File: src/rtl/cdctl_pll_pkg.sv
// cdctl_pll_pkg: shared types and default constants for the CDCTL PLL
// bring-up and supervision sequencer.
package cdctl_pll_pkg;

  // Sequencer states. BYPASS is only reachable when the design is built
  // with CDCTL_PLL_BYPASS_FALLBACK_EN.
  typedef enum logic [2:0] {
    HOLD      = 3'd0,
    WAIT_LOCK = 3'd1,
    STABLE    = 3'd2,
    RUN       = 3'd3,
    FAIL      = 3'd4,
    BYPASS    = 3'd5
  } pll_state_e;

  // Default timing for a 16 MHz reference clock.
  localparam int unsigned DEF_RST_HOLD     = 16;
  localparam int unsigned DEF_LOCK_STABLE  = 1024;
  localparam int unsigned DEF_LOCK_TIMEOUT = 16384;
  localparam int unsigned DEF_LOSS_FILTER  = 4;
  localparam int unsigned DEF_MAX_RETRY    = 3;

  // Increment an 8-bit event counter, holding at its maximum.
  function automatic logic [7:0] sat_inc8(input logic [7:0] value);
    if (value == 8'hFF) begin
      return value;
    end else begin
      return value + 8'd1;
    end
  endfunction

endpackage

File: src/rtl/cdctl_sync2.sv
// cdctl_sync2: generic two-flop synchronizer with synchronous active-high
// reset. Only q may be consumed in the destination clock domain.
module cdctl_sync2 #(
  parameter int unsigned      WIDTH     = 1,
  parameter logic [WIDTH-1:0] RESET_VAL = '0
) (
  input  logic             clk,
  input  logic             reset,
  input  logic [WIDTH-1:0] d,
  output logic [WIDTH-1:0] q
);

  logic [WIDTH-1:0] meta_r;

  // Two-stage capture of the asynchronous input to resolve metastability.
  always_ff @(posedge clk) begin
    if (reset) begin
      meta_r <= RESET_VAL;
      q      <= RESET_VAL;
    end else begin
      meta_r <= d;
      q      <= meta_r;
    end
  end

endmodule

File: src/rtl/cdctl_pll_ctrl.sv
// cdctl_pll_ctrl: bring-up and supervision sequencer for the iCE40 PLL that
// makes the 40 MHz CDCTL core clock from the 16 MHz reference. Runs on the
// reference clock, drives PLL RESETB, filters LOCK, retries on timeout,
// watches for lock loss and holds the core reset until the clock is proven.
// Optional feature macro: CDCTL_PLL_BYPASS_FALLBACK_EN -- after MAX_RETRY
// failed attempts, run the core on the reference clock (PLL bypass) instead
// of parking in FAIL.
module cdctl_pll_ctrl
  import cdctl_pll_pkg::*;
#(
  parameter int unsigned RST_HOLD     = DEF_RST_HOLD,
  parameter int unsigned LOCK_STABLE  = DEF_LOCK_STABLE,
  parameter int unsigned LOCK_TIMEOUT = DEF_LOCK_TIMEOUT,
  parameter int unsigned LOSS_FILTER  = DEF_LOSS_FILTER,
  parameter int unsigned MAX_RETRY    = DEF_MAX_RETRY
) (
  input  logic       clk,
  input  logic       reset,
  input  logic       pll_lock,
  input  logic       relock_req,
  output logic       pll_resetb,
  output logic       pll_bypass,
  output logic       sys_rst,
  output logic       ready,
  output logic       fail,
  output logic [2:0] retry_cnt,
  output logic [7:0] lost_cnt
);

  localparam int HW = $clog2(RST_HOLD + 1);
  localparam int SW = $clog2(LOCK_STABLE + 1);
  localparam int TW = $clog2(LOCK_TIMEOUT + 1);
  localparam int LW = $clog2(LOSS_FILTER + 1);

  // Terminal counts. The lock_s sample that moves WAIT_LOCK into STABLE is
  // the first of the LOCK_STABLE good cycles, so STABLE itself only needs
  // LOCK_STABLE-1 more; the counter is cleared on entry, hence the -2.
  localparam logic [HW-1:0] HOLD_LAST   = HW'(RST_HOLD - 1);
  localparam logic [SW-1:0] STABLE_LAST = SW'(LOCK_STABLE - 2);
  localparam logic [TW-1:0] TMO_LAST    = TW'(LOCK_TIMEOUT - 1);
  localparam logic [LW-1:0] LOSS_LAST   = LW'(LOSS_FILTER - 1);
  localparam logic [2:0]    RETRY_MAX   = 3'(MAX_RETRY);

`ifdef CDCTL_PLL_BYPASS_FALLBACK_EN
  localparam pll_state_e GIVE_UP_STATE = BYPASS;
  localparam logic       GIVE_UP_BYP   = 1'b1;
`else
  localparam pll_state_e GIVE_UP_STATE = FAIL;
  localparam logic       GIVE_UP_BYP   = 1'b0;
`endif

  // Parameter sanity, checked at elaboration.
  if (LOCK_STABLE >= LOCK_TIMEOUT) begin : g_bad_stable_vs_timeout
    $error("cdctl_pll_ctrl: LOCK_STABLE must be less than LOCK_TIMEOUT");
  end
  if (LOCK_STABLE < 2) begin : g_bad_stable
    $error("cdctl_pll_ctrl: LOCK_STABLE must be at least 2");
  end
  if (RST_HOLD < 1 || LOSS_FILTER < 1) begin : g_bad_hold_or_filter
    $error("cdctl_pll_ctrl: RST_HOLD and LOSS_FILTER must be at least 1");
  end
  if (MAX_RETRY < 1 || MAX_RETRY > 7) begin : g_bad_retry
    $error("cdctl_pll_ctrl: MAX_RETRY must be in 1..7");
  end

  pll_state_e      state_r;
  logic [HW-1:0]   hold_cnt_r;
  logic [SW-1:0]   stable_cnt_r;
  logic [TW-1:0]   tmo_cnt_r;
  logic [LW-1:0]   unlock_cnt_r;
  logic            lock_s;
  logic [2:0]      retry_next_s;
  logic            give_up_s;
  logic            tmo_hit_s;
  logic            loss_s;

  cdctl_sync2 #(
    .WIDTH     (1),
    .RESET_VAL (1'b0)
  ) u_lock_sync (
    .clk   (clk),
    .reset (reset),
    .d     (pll_lock),
    .q     (lock_s)
  );

  assign retry_next_s = retry_cnt + 3'd1;
  assign give_up_s    = (retry_next_s == RETRY_MAX);
  assign tmo_hit_s    = (tmo_cnt_r == TMO_LAST);
  assign loss_s       = !lock_s && (unlock_cnt_r == LOSS_LAST);

  // Sequencer state, counters and registered outputs in one process.
  always_ff @(posedge clk) begin
    if (reset) begin
      state_r      <= HOLD;
      hold_cnt_r   <= '0;
      stable_cnt_r <= '0;
      tmo_cnt_r    <= '0;
      unlock_cnt_r <= '0;
      pll_resetb   <= 1'b0;
      pll_bypass   <= 1'b0;
      sys_rst      <= 1'b1;
      ready        <= 1'b0;
      fail         <= 1'b0;
      retry_cnt    <= 3'd0;
      lost_cnt     <= 8'd0;
    end else begin
      case (state_r)
        HOLD: begin
          if (hold_cnt_r == HOLD_LAST) begin
            state_r    <= WAIT_LOCK;
            hold_cnt_r <= '0;
            tmo_cnt_r  <= '0;
            pll_resetb <= 1'b1;
          end else begin
            hold_cnt_r <= hold_cnt_r + HW'(1'b1);
          end
        end

        WAIT_LOCK: begin
          tmo_cnt_r <= tmo_cnt_r + TW'(1'b1);
          if (tmo_hit_s) begin
            // Attempt failed: retry from HOLD or give up.
            retry_cnt  <= retry_next_s;
            hold_cnt_r <= '0;
            state_r    <= give_up_s ? GIVE_UP_STATE : HOLD;
            pll_resetb <= give_up_s & GIVE_UP_BYP;
            pll_bypass <= give_up_s & GIVE_UP_BYP;
            fail       <= give_up_s;
          end else if (lock_s) begin
            state_r      <= STABLE;
            stable_cnt_r <= '0;
          end
        end

        STABLE: begin
          // Timer keeps running: the budget covers the whole attempt.
          tmo_cnt_r <= tmo_cnt_r + TW'(1'b1);
          if (lock_s && (stable_cnt_r == STABLE_LAST)) begin
            state_r      <= RUN;
            sys_rst      <= 1'b0;
            ready        <= 1'b1;
            retry_cnt    <= 3'd0;
            unlock_cnt_r <= '0;
          end else if (tmo_hit_s) begin
            retry_cnt  <= retry_next_s;
            hold_cnt_r <= '0;
            state_r    <= give_up_s ? GIVE_UP_STATE : HOLD;
            pll_resetb <= give_up_s & GIVE_UP_BYP;
            pll_bypass <= give_up_s & GIVE_UP_BYP;
            fail       <= give_up_s;
          end else if (!lock_s) begin
            state_r      <= WAIT_LOCK;
            stable_cnt_r <= '0;
          end else begin
            stable_cnt_r <= stable_cnt_r + SW'(1'b1);
          end
        end

        RUN: begin
          // Loss and relock in the same cycle collapse into one HOLD entry.
          if (loss_s || relock_req) begin
            if (loss_s) begin
              lost_cnt <= sat_inc8(lost_cnt);
            end
            state_r      <= HOLD;
            hold_cnt_r   <= '0;
            unlock_cnt_r <= '0;
            pll_resetb   <= 1'b0;
            sys_rst      <= 1'b1;
            ready        <= 1'b0;
          end else if (!lock_s) begin
            unlock_cnt_r <= unlock_cnt_r + LW'(1'b1);
          end else begin
            unlock_cnt_r <= '0;
          end
        end

        FAIL: begin
          if (relock_req) begin
            state_r    <= HOLD;
            hold_cnt_r <= '0;
            retry_cnt  <= 3'd0;
            fail       <= 1'b0;
          end
        end

`ifdef CDCTL_PLL_BYPASS_FALLBACK_EN
        BYPASS: begin
          // Core runs on the reference clock; lock is not monitored here.
          if (relock_req) begin
            state_r    <= HOLD;
            hold_cnt_r <= '0;
            retry_cnt  <= 3'd0;
            pll_resetb <= 1'b0;
            pll_bypass <= 1'b0;
            fail       <= 1'b0;
            ready      <= 1'b0;
            sys_rst    <= 1'b1;
          end else if (!ready) begin
            if (hold_cnt_r == HOLD_LAST) begin
              sys_rst <= 1'b0;
              ready   <= 1'b1;
            end else begin
              hold_cnt_r <= hold_cnt_r + HW'(1'b1);
            end
          end
        end
`endif

        default: begin
          state_r    <= HOLD;
          hold_cnt_r <= '0;
          pll_resetb <= 1'b0;
          pll_bypass <= 1'b0;
          sys_rst    <= 1'b1;
          ready      <= 1'b0;
        end
      endcase
    end
  end

endmodule

File: config.mk
export PLATFORM = sky130hd
export DESIGN_NAME = cdctl_pll_ctrl
export DESIGN_NICKNAME = d
export VERILOG_FILES = /design/src/rtl/cdctl_pll_pkg.sv /design/src/rtl/cdctl_sync2.sv /design/src/rtl/cdctl_pll_ctrl.sv
export SDC_FILE = /design/constraint.sdc
export NUM_CORES = 1
export LEC_CHECK = 0
export BUFFER_PORTS_ARGS = -buffer_cell sky130_fd_sc_hd__buf_2
export CORE_MARGIN = 5
export CORE_UTILIZATION = 64
export DETAILED_ROUTE_END_ITERATION = 8
export GPL_TIMING_DRIVEN = 1
export PLACE_DENSITY_LB_ADDON = 0.15
export SYNTH_ARGS = -nofsm -noshare
export SYNTH_HDL_FRONTEND = slang
export SYNTH_HIERARCHICAL = 1
export SYNTH_SLANG_ARGS = --single-unit
export TNS_END_PERCENT = 30
File: constraint.sdc
create_clock -name clk -period 5.25 [get_ports clk]
set_clock_uncertainty 0.15 [all_clocks]
set_input_delay 0 -clock clk [delete_from_list [all_inputs] [get_ports clk]]
set_output_delay 0 -clock clk [all_outputs]
set_load 0.05 [all_outputs]
==> results.ini <==
[worst_hold_path]
whs_path_depth=2
hold_class=in -> reg

[finish]
regArea_sq_um=1080
layout-drive-gt1-share_pct=10.4
final_util_pct=70.3
multi_input_comb_area_sq_um=1640
final_nets=357
fill_cells=362
area_growth_syn_to_layout_pct=7.95
diodes=0
final_common_cell=dfxtp_1
layout_common_cells=54 x dfxtp_1, 38 x nor2_1, 30 x nand2_1
fin_cells=397

[clock_tree]
cts_buffers=5
cts_buffer_depth=2
cts.clk_slew.worst_paths_ns=0.10
cts_tree=built
cts.sinks=54
clock-root-buffer=clkbuf_8
cts_max_level=2
insertion_delay_ns=0.31

[synthesis]
synth_edf_count=0
synthFlopType=dfxtp_1
synthesis.area_sq_um=2820
synth_cell_types=58
syn-instance-count=331
async_flop_share_pct=0
synth.area.top_cells=dfxtp_1 38%, nor2_1 5.1%, a21oi_1 4.1%, xnor2_1 4.0%, ha_1 4.0%
yosysTopAreaCell=dfxtp_1
ys_seq_area_share_pct=38.4
ys_warn_count=6
synth_top_area_share_pct=38.4
synth-seq-cells=54
syn_area_per_cell_sq_um=8.51
synth_nets=344

[worst_setup_path]
cp_data_arrival_time_ns=2.67
crit_required_ns=5.34
critPathMaxFanout=16
end_kind=flip-flop
ff2ff_path_depth=5
path_class=reg -> reg
crit_path_start_kind=flip-flop

[routing]
remaining_drc_errors=0
wl_per_cell_microns=14.8
dr.first_iter.drc_count=164
drt_first_pass_iters=4
routed-via-count=2449
ant_nets=0
wl_microns=5880
vias_per_cell=6.17

[die]
floorplan.die.height_microns=76.3
initial_core_util_pct=65.1
die-area_sq_um=5830
die_w_microns=76.3
pin_count=20
num_rows=24
coreArea_sq_um=4320

[global_routing]
grt_max_degree=41
first_global_vias=2279
antenna_found_initial=0
grt_use_total_pct=20.8
grt_overflow=0
grt_first_pass_wirelength_microns=10300

[sta]
setup-tns-final_ns=0
hold_viol=0
tightest_slew_ns=0.878
fmax_ghz=0.388
setup_viol=0
final_max_slew_viol_count=0
period_needed_ns=2.58
max_slew_margin_pct=41.3
rsz0062_at_grt=no
min_period_over_period_pct=49.1

[power_and_ir_drop]
p_leak_nw=1.07
power_density_nw_per_um2=293
peakVddDrop_mv=0.220

[place]
placedCellCount=387
io_buffer_count=18
globalplace.congestion=0.860
dp_hpwl_microns=4080

[flow_run]
cap_violations=0

[status]
status=complete, no violations

[final cells by class]
type	instances	area share, %
Clock inverter	2	1.23
Clock buffer	6	2.39
Sequential cell	54	35.6
Multi-Input combinational cell	256	54.1
Timing Repair Buffer	21	3.87
Inverter	6	0.741
Tap cell	52	2.14
[per-stage QoR]
step                      hold slack, ns  cell area, sq um  setup slack, ns  total power (W)
after floorplan                  -0.0784              2820             3.25         0.000591
after global placement            0.0589              2910             2.84         0.000613
after detailed placement          0.0642              2910             2.75         0.000617
after CTS                         0.0800              3040             2.72         0.000891
after global routing               0.109              3040             2.47         0.000942
final                             0.0794              3040             2.67         0.000891
[sequential cells by signal, summed over array words and instances (netlist names)]
name,cells
unlock_cnt_r,3
hold_cnt_r,5
lost_cnt,8
retry_cnt,3
pll_resetb,1
tmo_cnt_r,15
u_lock_sync/meta_r,1
stable_cnt_r,11
fail,1
u_lock_sync/q,1
sys_rst,1
state_r,3
ready,1
[critical path, stage by stage, from the launching register on]
cell     delay, ns
dfxtp_1       0.68
xnor2_1       0.21
or2_0         0.37
a211o_1       0.43
or4_1         0.52
a21oi_1       0.14
[path summary, 6_finish.rpt]
path | end | slack [ns] | start
worst max register to register | stable_cnt_r[1] | 2.67 | state_r[0]
worst min-delay path | lost_cnt[3] | 0.08 | reset
worst max-delay path | stable_cnt_r[1] | 2.67 | state_r[0]
worst min register to register | hold_cnt_r[4] | 0.30 | hold_cnt_r[4]
[synthesized netlist by cell type (7+ instances only)]
| library cell | n |
|---|---|
| dfxtp_1 | 54 |
| nor2_1 | 38 |
| nand2_1 | 30 |
| a21oi_1 | 23 |
| o21ai_0 | 17 |
| xnor2_1 | 13 |
| nand4_1 | 11 |
| clkbuf_1 | 9 |
| ha_1 | 9 |
| nand3_1 | 9 |
| nor3_1 | 7 |
[layer usage]
metal	global-route usage (%)	share of wire, %
met5	0	0
met1	28.7	49
met4	6.47	1.1
met2	32.3	46
met3	4.49	4.0
[power by group]
| group | total (W) | internal, W | switching, W |
|---|---|---|---|
| clock network | 0.000278 | 0.000142 | 0.000136 |
| registers | 0.000457 | 0.000426 | 0.0000304 |
| logic | 0.000156 | 0.0000501 | 0.000106 |
[logic make-up after synthesis]
| group | Yosys count | share of synthesized area (%) |
|---|---|---|
| and+or+nand+nor | 147 | 29.1 |
| AOI/OAI and AO/OA | 77 | 18.1 |
| DFF | 54 | 38.4 |
| buffers and inverters | 21 | 3.24 |
| xor gates and xnor gates | 19 | 5.91 |
| adders and majority gates | 9 | 4.00 |
| muxes | 3 | 1.11 |
| other | 1 | 0.133 |
[repair_timing]
action	4_1_cts	5_1_grt
gates resized for setup	0	0
hold buffers	2	0
setup buffers	0	0
setup endpoints to repair	0	0
hold endpoints to repair	3	0
Power figures use the tool's default switching activity.
